--- config.mk ---
export PLATFORM = sky130hd
export DESIGN_NAME = dec_lut_decoder_seq_flat
export DESIGN_NICKNAME = d
export VERILOG_FILES = /design/src/rtl/dec_lut_pkg.sv /design/src/rtl/dec_lut_decoder_seq_if.sv /design/src/rtl/dec_lut_decoder_seq.sv /design/src/flat_wrapper.sv
export SDC_FILE = /design/constraint.sdc
export NUM_CORES = 1
export LEC_CHECK = 0
export CORE_ASPECT_RATIO = 0.75
export CORE_MARGIN = 3
export CORE_UTILIZATION = 50
export DETAILED_ROUTE_END_ITERATION = 16
export DONT_BUFFER_PORTS = 1
export HOLD_SLACK_MARGIN = 0.06
export PLACE_DENSITY_LB_ADDON = 0.15
export SYNTH_ARGS = -nofsm -noshare
export SYNTH_HDL_FRONTEND = slang
export SYNTH_SLANG_ARGS = --single-unit
--- constraint.sdc ---
create_clock -name clk -period 5.82 [get_ports clk]
set_input_delay 1.746 -clock clk [delete_from_list [all_inputs] [get_ports clk]]
set_output_delay 1.746 -clock clk [all_outputs]
set_load 0.05 [all_outputs]
--- src/rtl/dec_lut_pkg.sv ---
// Shared types and width helpers for the sequential LUT decoder.
package dec_lut_pkg;

  typedef enum logic [2:0] {
    IDLE,
    RD,
    CMP,
    CALC,
    DONE
  } state_t;

  function automatic int off_bits(input int n_bits, input int idx_bits);
    return n_bits - idx_bits;
  endfunction

  function automatic longint unsigned step(input int n_bits, input int idx_bits);
    return 64'd1 << off_bits(n_bits, idx_bits);
  endfunction

endpackage

--- src/rtl/dec_lut_decoder_seq_if.sv ---
// Request, result and LUT read-port bundle of the decoder.
// Handshakes: a transfer happens on a rising edge where valid & ready are both 1;
// valid and its payload are held stable by the sender until that edge.
interface dec_lut_decoder_seq_if #(
  parameter int W_BITS   = 46,
  parameter int N_BITS   = 31,
  parameter int IDX_BITS = 10
);
  logic                in_valid;
  logic                in_ready;
  logic [W_BITS-1:0]   W;
  logic                lut_en;
  logic [IDX_BITS-1:0] lut_addr;
  logic [W_BITS-1:0]   lut_data;
  logic                out_valid;
  logic                out_ready;
  logic                found;
  logic [N_BITS-1:0]   N;

  modport slave (
    input  in_valid, W, lut_data, out_ready,
    output in_ready, lut_en, lut_addr, out_valid, found, N
  );

  modport master (
    output in_valid, W, lut_data, out_ready,
    input  in_ready, lut_en, lut_addr, out_valid, found, N
  );
endinterface

--- src/rtl/dec_lut_decoder_seq.sv ---
// Binary search of a sorted piecewise-linear LUT followed by an in-segment offset.
module dec_lut_decoder_seq
  import dec_lut_pkg::*;
#(
  parameter int W_BITS   = 46,
  parameter int N_BITS   = 31,
  parameter int IDX_BITS = 10
) (
  input  logic                   clk,
  input  logic                   rst,
  dec_lut_decoder_seq_if.slave   bus,
  output state_t                 state
);
  localparam int OFF_BITS = off_bits(N_BITS, IDX_BITS);
  localparam int BIT_W    = $clog2(IDX_BITS + 1);

  logic [W_BITS-1:0]   w_q;
  logic [W_BITS-1:0]   base_q;
  logic [W_BITS-1:0]   off;
  logic [IDX_BITS-1:0] cur_q;
  logic [IDX_BITS-1:0] cur_upd;
  logic [IDX_BITS-1:0] next_addr;
  logic [BIT_W-1:0]    bit_q;
  logic [BIT_W-1:0]    bit_dec;
  logic                under_q;
  logic                take;
  logic                first;
  logic                in_seg;

  // bit_q == IDX_BITS marks the LUT[0] probe; later probes test bit bit_q of the index.
  always_comb begin
    take      = (bus.lut_data <= w_q);
    first     = (bit_q == BIT_W'(IDX_BITS));
    bit_dec   = bit_q - BIT_W'(1);
    cur_upd   = cur_q;
    if (take && !first) cur_upd = cur_q | (IDX_BITS'(1) << bit_q);
    next_addr = cur_upd | (IDX_BITS'(1) << bit_dec);
    off       = w_q - base_q;
    in_seg    = ((off >> OFF_BITS) == '0);
  end

  assign bus.in_ready = (state == IDLE);

  always_ff @(posedge clk or posedge rst) begin
    if (rst) begin
      state        <= IDLE;
      w_q          <= '0;
      base_q       <= '0;
      cur_q        <= '0;
      bit_q        <= '0;
      under_q      <= 1'b0;
      bus.lut_en   <= 1'b0;
      bus.lut_addr <= '0;
      bus.out_valid <= 1'b0;
      bus.found    <= 1'b0;
      bus.N        <= '0;
    end else begin
      case (state)
        IDLE: begin
          if (bus.in_valid) begin
            w_q          <= bus.W;
            base_q       <= '0;
            cur_q        <= '0;
            bit_q        <= BIT_W'(IDX_BITS);
            under_q      <= 1'b0;
            bus.lut_en   <= 1'b1;
            bus.lut_addr <= '0;
            state        <= RD;
          end
        end
        RD: begin
          bus.lut_en <= 1'b0;
          state      <= CMP;
        end
        CMP: begin
          if (first && !take) begin
            under_q <= 1'b1;
            state   <= CALC;
          end else begin
            if (take) base_q <= bus.lut_data;
            cur_q <= cur_upd;
            if (!first && bit_q == '0) begin
              state <= CALC;
            end else begin
              bit_q        <= bit_dec;
              bus.lut_en   <= 1'b1;
              bus.lut_addr <= next_addr;
              state        <= RD;
            end
          end
        end
        CALC: begin
          bus.found     <= !under_q && in_seg;
          bus.N         <= (!under_q && in_seg) ? {cur_q, off[OFF_BITS-1:0]} : '0;
          bus.out_valid <= 1'b1;
          state         <= DONE;
        end
        DONE: begin
          if (bus.out_ready) begin
            bus.out_valid <= 1'b0;
            state         <= IDLE;
          end
        end
        default: state <= IDLE;
      endcase
    end
  end
endmodule

--- src/flat_wrapper.sv ---
// flat-port wrapper written by rule: the top's interface ports become plain ports
module dec_lut_decoder_seq_flat import dec_lut_pkg::*;
#(
  parameter int W_BITS   = 46,
  parameter int N_BITS   = 31,
  parameter int IDX_BITS = 10
)
  (clk, rst, state, bus_in_valid, bus_W, bus_lut_data, bus_out_ready, bus_in_ready, bus_lut_en, bus_lut_addr, bus_out_valid, bus_found, bus_N);
  dec_lut_decoder_seq_if #(.W_BITS(W_BITS), .N_BITS(N_BITS), .IDX_BITS(IDX_BITS)) bus_i ();
  input  logic clk;
  input  logic rst;
  output state_t state;
  input wire logic [$bits(bus_i.in_valid)-1:0] bus_in_valid;
  input wire logic [$bits(bus_i.W)-1:0] bus_W;
  input wire logic [$bits(bus_i.lut_data)-1:0] bus_lut_data;
  input wire logic [$bits(bus_i.out_ready)-1:0] bus_out_ready;
  output wire logic [$bits(bus_i.in_ready)-1:0] bus_in_ready;
  output wire logic [$bits(bus_i.lut_en)-1:0] bus_lut_en;
  output wire logic [$bits(bus_i.lut_addr)-1:0] bus_lut_addr;
  output wire logic [$bits(bus_i.out_valid)-1:0] bus_out_valid;
  output wire logic [$bits(bus_i.found)-1:0] bus_found;
  output wire logic [$bits(bus_i.N)-1:0] bus_N;
  assign bus_i.in_valid = bus_in_valid;
  assign bus_i.W = bus_W;
  assign bus_i.lut_data = bus_lut_data;
  assign bus_i.out_ready = bus_out_ready;
  assign bus_in_ready = bus_i.in_ready;
  assign bus_lut_en = bus_i.lut_en;
  assign bus_lut_addr = bus_i.lut_addr;
  assign bus_out_valid = bus_i.out_valid;
  assign bus_found = bus_i.found;
  assign bus_N = bus_i.N;
  dec_lut_decoder_seq #(.W_BITS(W_BITS), .N_BITS(N_BITS), .IDX_BITS(IDX_BITS)) u_core (.clk(clk), .rst(rst), .bus(bus_i), .state(state));
endmodule
== Yosys cells after proc, flatten, opt, wreduce, memory -nomap -nowiden ==
Index checks and enable logic that the tools add are counted.

* Output and inout port bits: 48
* Register bits: 154
* Input bits: 96
* Word-level logic and storage cells: 80

* $add $sub $neg: 2
* Mux-type cells: 30
* Eq/ne operators: 11
* Bitwise logic cells: 2
* Reduce and logical (&&, ||, !) cells: 21
* $lt $le $gt $ge: 1
* Shift operators: 2

{| class="wikitable"
|+ Operator list
! cell !! number
|-
| $mux W46 || 3
|-
| $pmux W46 S2 || 1
|-
| $mux W10 || 5
|-
| $le A46 B46 Y1 || 1
|-
| $logic_not A46 Y1 || 1
|-
| $sub A46 B46 Y46 || 1
|-
| $pmux W10 S2 || 2
|-
| $mux W31 || 1
|-
| $or A10 B10 Y10 || 2
|-
| $shl A1 B4 Y10 const A || 2
|-
| $pmux W3 S5 || 1
|-
| $mux W4 || 3
|-
| $reduce_and A4 Y1 || 3
|-
| $mux W3 || 3
|-
| $ne A2 B2 Y1 const B || 4
|-
| $pmux W4 S2 || 1
|-
| $eq A3 B2 Y1 const B || 2
|-
| $mux W1 || 6
|-
| $reduce_and A2 Y1 || 3
|-
| $reduce_and A3 Y1 || 2
|-
| $eq A4 B4 Y1 const B || 1
|-
| $logic_and A1 B1 Y1 || 4
|-
| $logic_not A4 Y1 || 1
|-
| $ne A2 B1 Y1 const B || 2
|-
| other kinds (10) || 14
|}

== Longest topological paths before layout ==
* Depth after elaboration: 8
* Depth in mapped cells: 15
* Gate-level depth less buffers: 14

== Worst setup path before layout ==
Ideal clock, no wire load.

* Path kind: input to register
* Start point: input bus_lut_data[31]
* End point: register u_core.bus.lut_addr[4]
* Data required time: 5.737 ns
* Setup time: 0.083 ns
* Path buffers: 0
* Stages on the path: 11
* Setup slack: 1.896 ns
* Arrival: 3.841 ns
* Cell sequence: ha_1 > a21o_1 > a21o_1 > a21oi_1 > o21ai_1 > a21oi_1 > o2111ai_1 > o21a_1 > nor3_1 > a222oi_1 > o21ai_0

* Word-level cells in the longest chain between the ends: 7
* Elaborated cells between the ends (all ways): 11
* Classes of those cells: 1 x order compare; 1 x eq/ne; 4 x mux; 1 x bitwise; 4 x reduce/logical

{| class="wikitable"
|+ Ends and longest elaborated chain
! item !! RTL line !! text
|-
| start: declaration || flat_wrapper.sv:15 || <nowiki>input wire logic [$bits(bus_i.lut_data)-1:0] bus_lut_data;</nowiki>
|-
| $le A46 B46 Y1 * || dec_lut_decoder_seq.sv:32 || <nowiki>take = (bus.lut_data <= w_q);</nowiki>
|-
| $logic_and A1 B1 Y1 || dec_lut_decoder_seq.sv:36 || <nowiki>if (take && !first) cur_upd = cur_q | (IDX_BITS'(1) << bit_q);</nowiki>
|-
| $mux W10 || dec_lut_decoder_seq.sv:36 ||
|-
| $or A10 B10 Y10 || dec_lut_decoder_seq.sv:37 || <nowiki>next_addr = cur_upd | (IDX_BITS'(1) << bit_dec);</nowiki>
|-
| $mux W10 || dec_lut_decoder_seq.sv:82 || <nowiki>if (!first && bit_q == '0) begin</nowiki>
|-
| $mux W10 || dec_lut_decoder_seq.sv:76 || <nowiki>if (first && !take) begin</nowiki>
|-
| $pmux W10 S2 || dec_lut_decoder_seq.sv:58 || <nowiki>case (state)</nowiki>
|-
| end signal: assignment || dec_lut_decoder_seq.sv:87 || <nowiki>bus.lut_addr <= next_addr;</nowiki>
|-
| end: declaration || dec_lut_decoder_seq_if.sv:22 || <nowiki>output in_ready, lut_en, lut_addr, out_valid, found, N</nowiki>
|}

Every way passes the cells marked *; elsewhere a longest branch is shown, timed or not. The select of a mux whose other input is x is not followed.
A chain may end at the register's enable or synchronous reset.

== Worst setup path in the final report ==
* Start point: input bus_lut_data[44]
* End point: register u_core.base_q[37]

* Word-level cells in the longest chain between the ends: 5
* Elaborated cells between the ends (all ways): 6
* Classes of those cells: 1 x order compare; 2 x eq/ne; 3 x reduce/logical

{| class="wikitable"
|+ Ends and longest elaborated chain
! item !! RTL line !! text
|-
| $le A46 B46 Y1 * || dec_lut_decoder_seq.sv:32 ||
|-
| $logic_not A1 Y1 || dec_lut_decoder_seq.sv:76 ||
|-
| $logic_and A1 B1 Y1 || dec_lut_decoder_seq.sv:76 ||
|-
| $ne A2 B2 Y1 (no line) || n/a ||
|-
| $reduce_and A4 Y1 (no line) * || n/a ||
|-
| end signal: assignment || dec_lut_decoder_seq.sv:80 || <nowiki>if (take) base_q <= bus.lut_data;</nowiki>
|-
| end: declaration || dec_lut_decoder_seq.sv:18 || <nowiki>logic [W_BITS-1:0] base_q;</nowiki>
|}

Every way passes the cells marked *; elsewhere a longest branch is shown, timed or not.

==> impl_metrics.csv <==
group,metric,value,unit
sta,tightest_slew,1096,ps
clock_network,cts_made_buffers,17,
yosys,syn_inst,1320,
run,max_cap_violations,0,
floorplan,ios,144,
yosys,synth.cell_area,0.01085,sq mm
clock_network,cts_setup_buffers,0,
sta,final_max_slew_viol_count,0,
sta,fmax,207.2,MHz
run_status,status,"finished clean",
sta,finalHoldViolations,0,
worst_hold_path,worstHoldPathType,"reg -> reg",
yosys,synth_edf_count,0,
drt,drt-initial-drc-count,762,
finish,syn_to_final_growth,7.348,%
global_routing,track_usage,25.58,%
floorplan,start_util,52.21,%
clock_network,clock-sinks,154,
clock_network,cts_tree,"built",
critical_path,cp_max_fo,56,
global_routing,antenna_found_initial,0,
global_routing,grt_first_pass_wirelength,48560,microns
global_routing,grt_max_degree,155,
critical_path,crit_type,"in -> reg",
critical_path,cp-start-kind,"input pin",
drt,antenna_left,0,
yosys,synth.area.top_cells,"dfrtp_1 36%, ha_1 11%, nand2_1 8.6%",
yosys,synth-simple-area-share,18.55,%
drt,wl_per_cell,18.75,microns
sta,holdWs,478.0,ps
global_routing,grt_pass1_vias,9104,
critical_path,worstPathArrival,5180,ps
sta,rsz0062_at_grt,"no",
yosys,synthMostInstantiatedCell,"nand2_1",
clock_network,htreeDepth,4,
sta,slew_headroom,26.91,%
sta,worst_slack,993.3,ps
drt,vias,9349,
drt,wirelength,29410,microns
floorplan,dieArea,0.02352,sq mm
finish,final_nets,1466,
yosys,async_flop_share,100.0,%
drt,dr.pass1.iters,5,
yosys,yosys-top-cells-count,"248 x nand2_1, 154 x dfrtp_1, 127 x o21ai_0",
clock_network,hold_buffers,0,
sta,fin_crit_sh,82.93,%
yosys,synth.avg_cell_area,8.217,sq um
clock_network,clk_path_buf_depth,2,
yosys,yosysTopAreaCellShare,35.53,%
yosys,synthFlopType,"dfrtp_1",
floorplan,die_y,133.6,microns
floorplan,die_width,176.1,microns
clock_network,clk_pin_slew,70,ps
floorplan,core_area,0.02078,sq mm
placement,place_ws,594.6,ps
yosys,synth_compound_area_share,24.97,%
clock_network,insertion_delay,440,ps
yosys,synthAdderAreaFrac,11.26,%
yosys,synth_xor_area_share,2.503,%
drt,remaining_drc_errors,0,
global_routing,grt-ovfl-total,0,
finish,drive_gt1_share,7.698,%
yosys,synth_top_family_by_area,"compound AO/OA/AOI/OAI gates",
clock_network,root_buffer,"clkbuf_16",
sta,setup-violations-final,0,
placement,routabilityCongestion,0.9621,
floorplan,rows,45,
drt,via_per_inst,5.962,
finish,nFillCells,1936,
finish,antenna_cells,0,
yosys,yosysTopAreaCell,"dfrtp_1",
yosys,synthMuxAreaShare,0.4037,%
yosys,synthesis.nets,1513,
placement,hpwlAfterDp,21750,microns
sta,finalSetupTns,0,ps
clock_network,ctsResizeCount,0,
critical_path,cp_data_required_time,6170,ps
sta,period_needed,4827,ps
yosys,yosys_warnings,0,
placement,port_buffers,0,
yosys,synth-seq-area-share,35.53,%
sta,skew,13.79,ps
critical_path,end_kind,"register",
yosys,synth_cell_type_count,76,
yosys,ys_ff_latch,154,
layer usage:
layer,wire [microns],GRT usage (%)
met1,14370,38.70
met2,12380,36.85
met3,2359,6.496
met4,295,5.231
met5,0,0
critical path, cell delays in order:
cell	delay, ps
ha_1	290
nand4_1	180
nor4_1	870
a211oi_1	260
a41oi_1	320
o21ai_1	220
o21ai_4	740
buf_12	320
nand2_1	100
o21ai_0	90
final cells by class:
type / count / area, sq um / share of cell area (%)
multi-input cells: 984 / 6294 / 54.05
clock buffers: 19 / 432.9 / 3.718
inverters: 108 / 409.1 / 3.514
repair buffers: 8 / 85.08 / 0.7307
well taps: 282 / 352.8 / 3.030
clock inverters: 13 / 216.5 / 1.859
flip-flops and latches: 154 / 3854 / 33.10
cells by family (layout without fill, tap and decap cells):
kind of cell / after synthesis / in the layout
adder cells (fa/ha/maj): 97 / 97
flip-flops: 154 / 154
multiplexers: 4 / 4
XOR/XNOR: 31 / 31
AND/OR/NAND/NOR: 453 / 453
buffers and inverters: 182 / 148
AO/OA/AOI/OAI: 399 / 399
per-stage QoR:
step / util (%) / instances / area (sq um)
finish: 56.04 / 1568 / 11640
global route: 56.04 / 1568 / 11640
CTS: 56.04 / 1568 / 11640
detailed placement: 52.92 / 1536 / 10990
global placement: 52.92 / 1536 / 10990
floorplan: - / 1320 / 10850
registers in the layout, summed over array words and instances, names as in the netlist:
register,count
u_core.state,3
u_core.bus.lut_en,1
u_core.bus.out_valid,1
u_core.w_q,46
u_core.bus.N,31
u_core.under_q,1
u_core.bus.found,1
u_core.bus.lut_addr,10
u_core.bit_q,4
u_core.cur_q,10
u_core.base_q,46
worst paths after layout:
kind	startpoint	cells past startpoint	slack, ps	end
min in group asynchronous	rst	2	1370	u_core.base_q[20]$_DFFE_PP0P_
worst min-delay path	u_core.base_q[2]$_DFFE_PP0P_	2	480	u_core.base_q[2]$_DFFE_PP0P_
worst max register to register	u_core.w_q[21]$_DFFE_PP0P_	10	1320	u_core.bus.N[29]$_DFFE_PP0P_
max in group asynchronous	rst	2	3740	u_core.base_q[28]$_DFFE_PP0P_
worst min register to register	u_core.base_q[2]$_DFFE_PP0P_	2	480	u_core.base_q[2]$_DFFE_PP0P_
worst max-delay path	bus_lut_data[44]	10	990	u_core.base_q[37]$_DFFE_PP0P_
cell usage in the layout, fill, tap and decap left out, types with 3 or more instances in the layout:
cell and n:
nand2_1 248, dfrtp_1 154, o21ai_0 126, inv_1 107, ha_1 96, a21oi_1 90, nor2_1 71, nand3_1 44
a21o_1 36, o31ai_2 30, nand4_1 28, xnor2_1 18, o21ai_1 17, clkbuf_16 17, o21a_1 14, xor2_1 13
nor3_1 11, a22o_1 9, nor4_1 8, and3_1 8, o211ai_1 8, a222oi_1 7, or3_1 6, buf_4 6
nor2b_1 5, bufinv_16 5, nand2b_1 4, o2111ai_1 4, a211oi_1 4, o31ai_1 4, nand3b_1 4, o21bai_1 4
clkinvlp_4 4, a31oi_1 3, o221ai_1 3, o41ai_1 3, clkinv_4 3
Power is left out: the tool's default activity adds up to more than one toggle a clock period on the data nets, which glitch-free logic cannot reach.
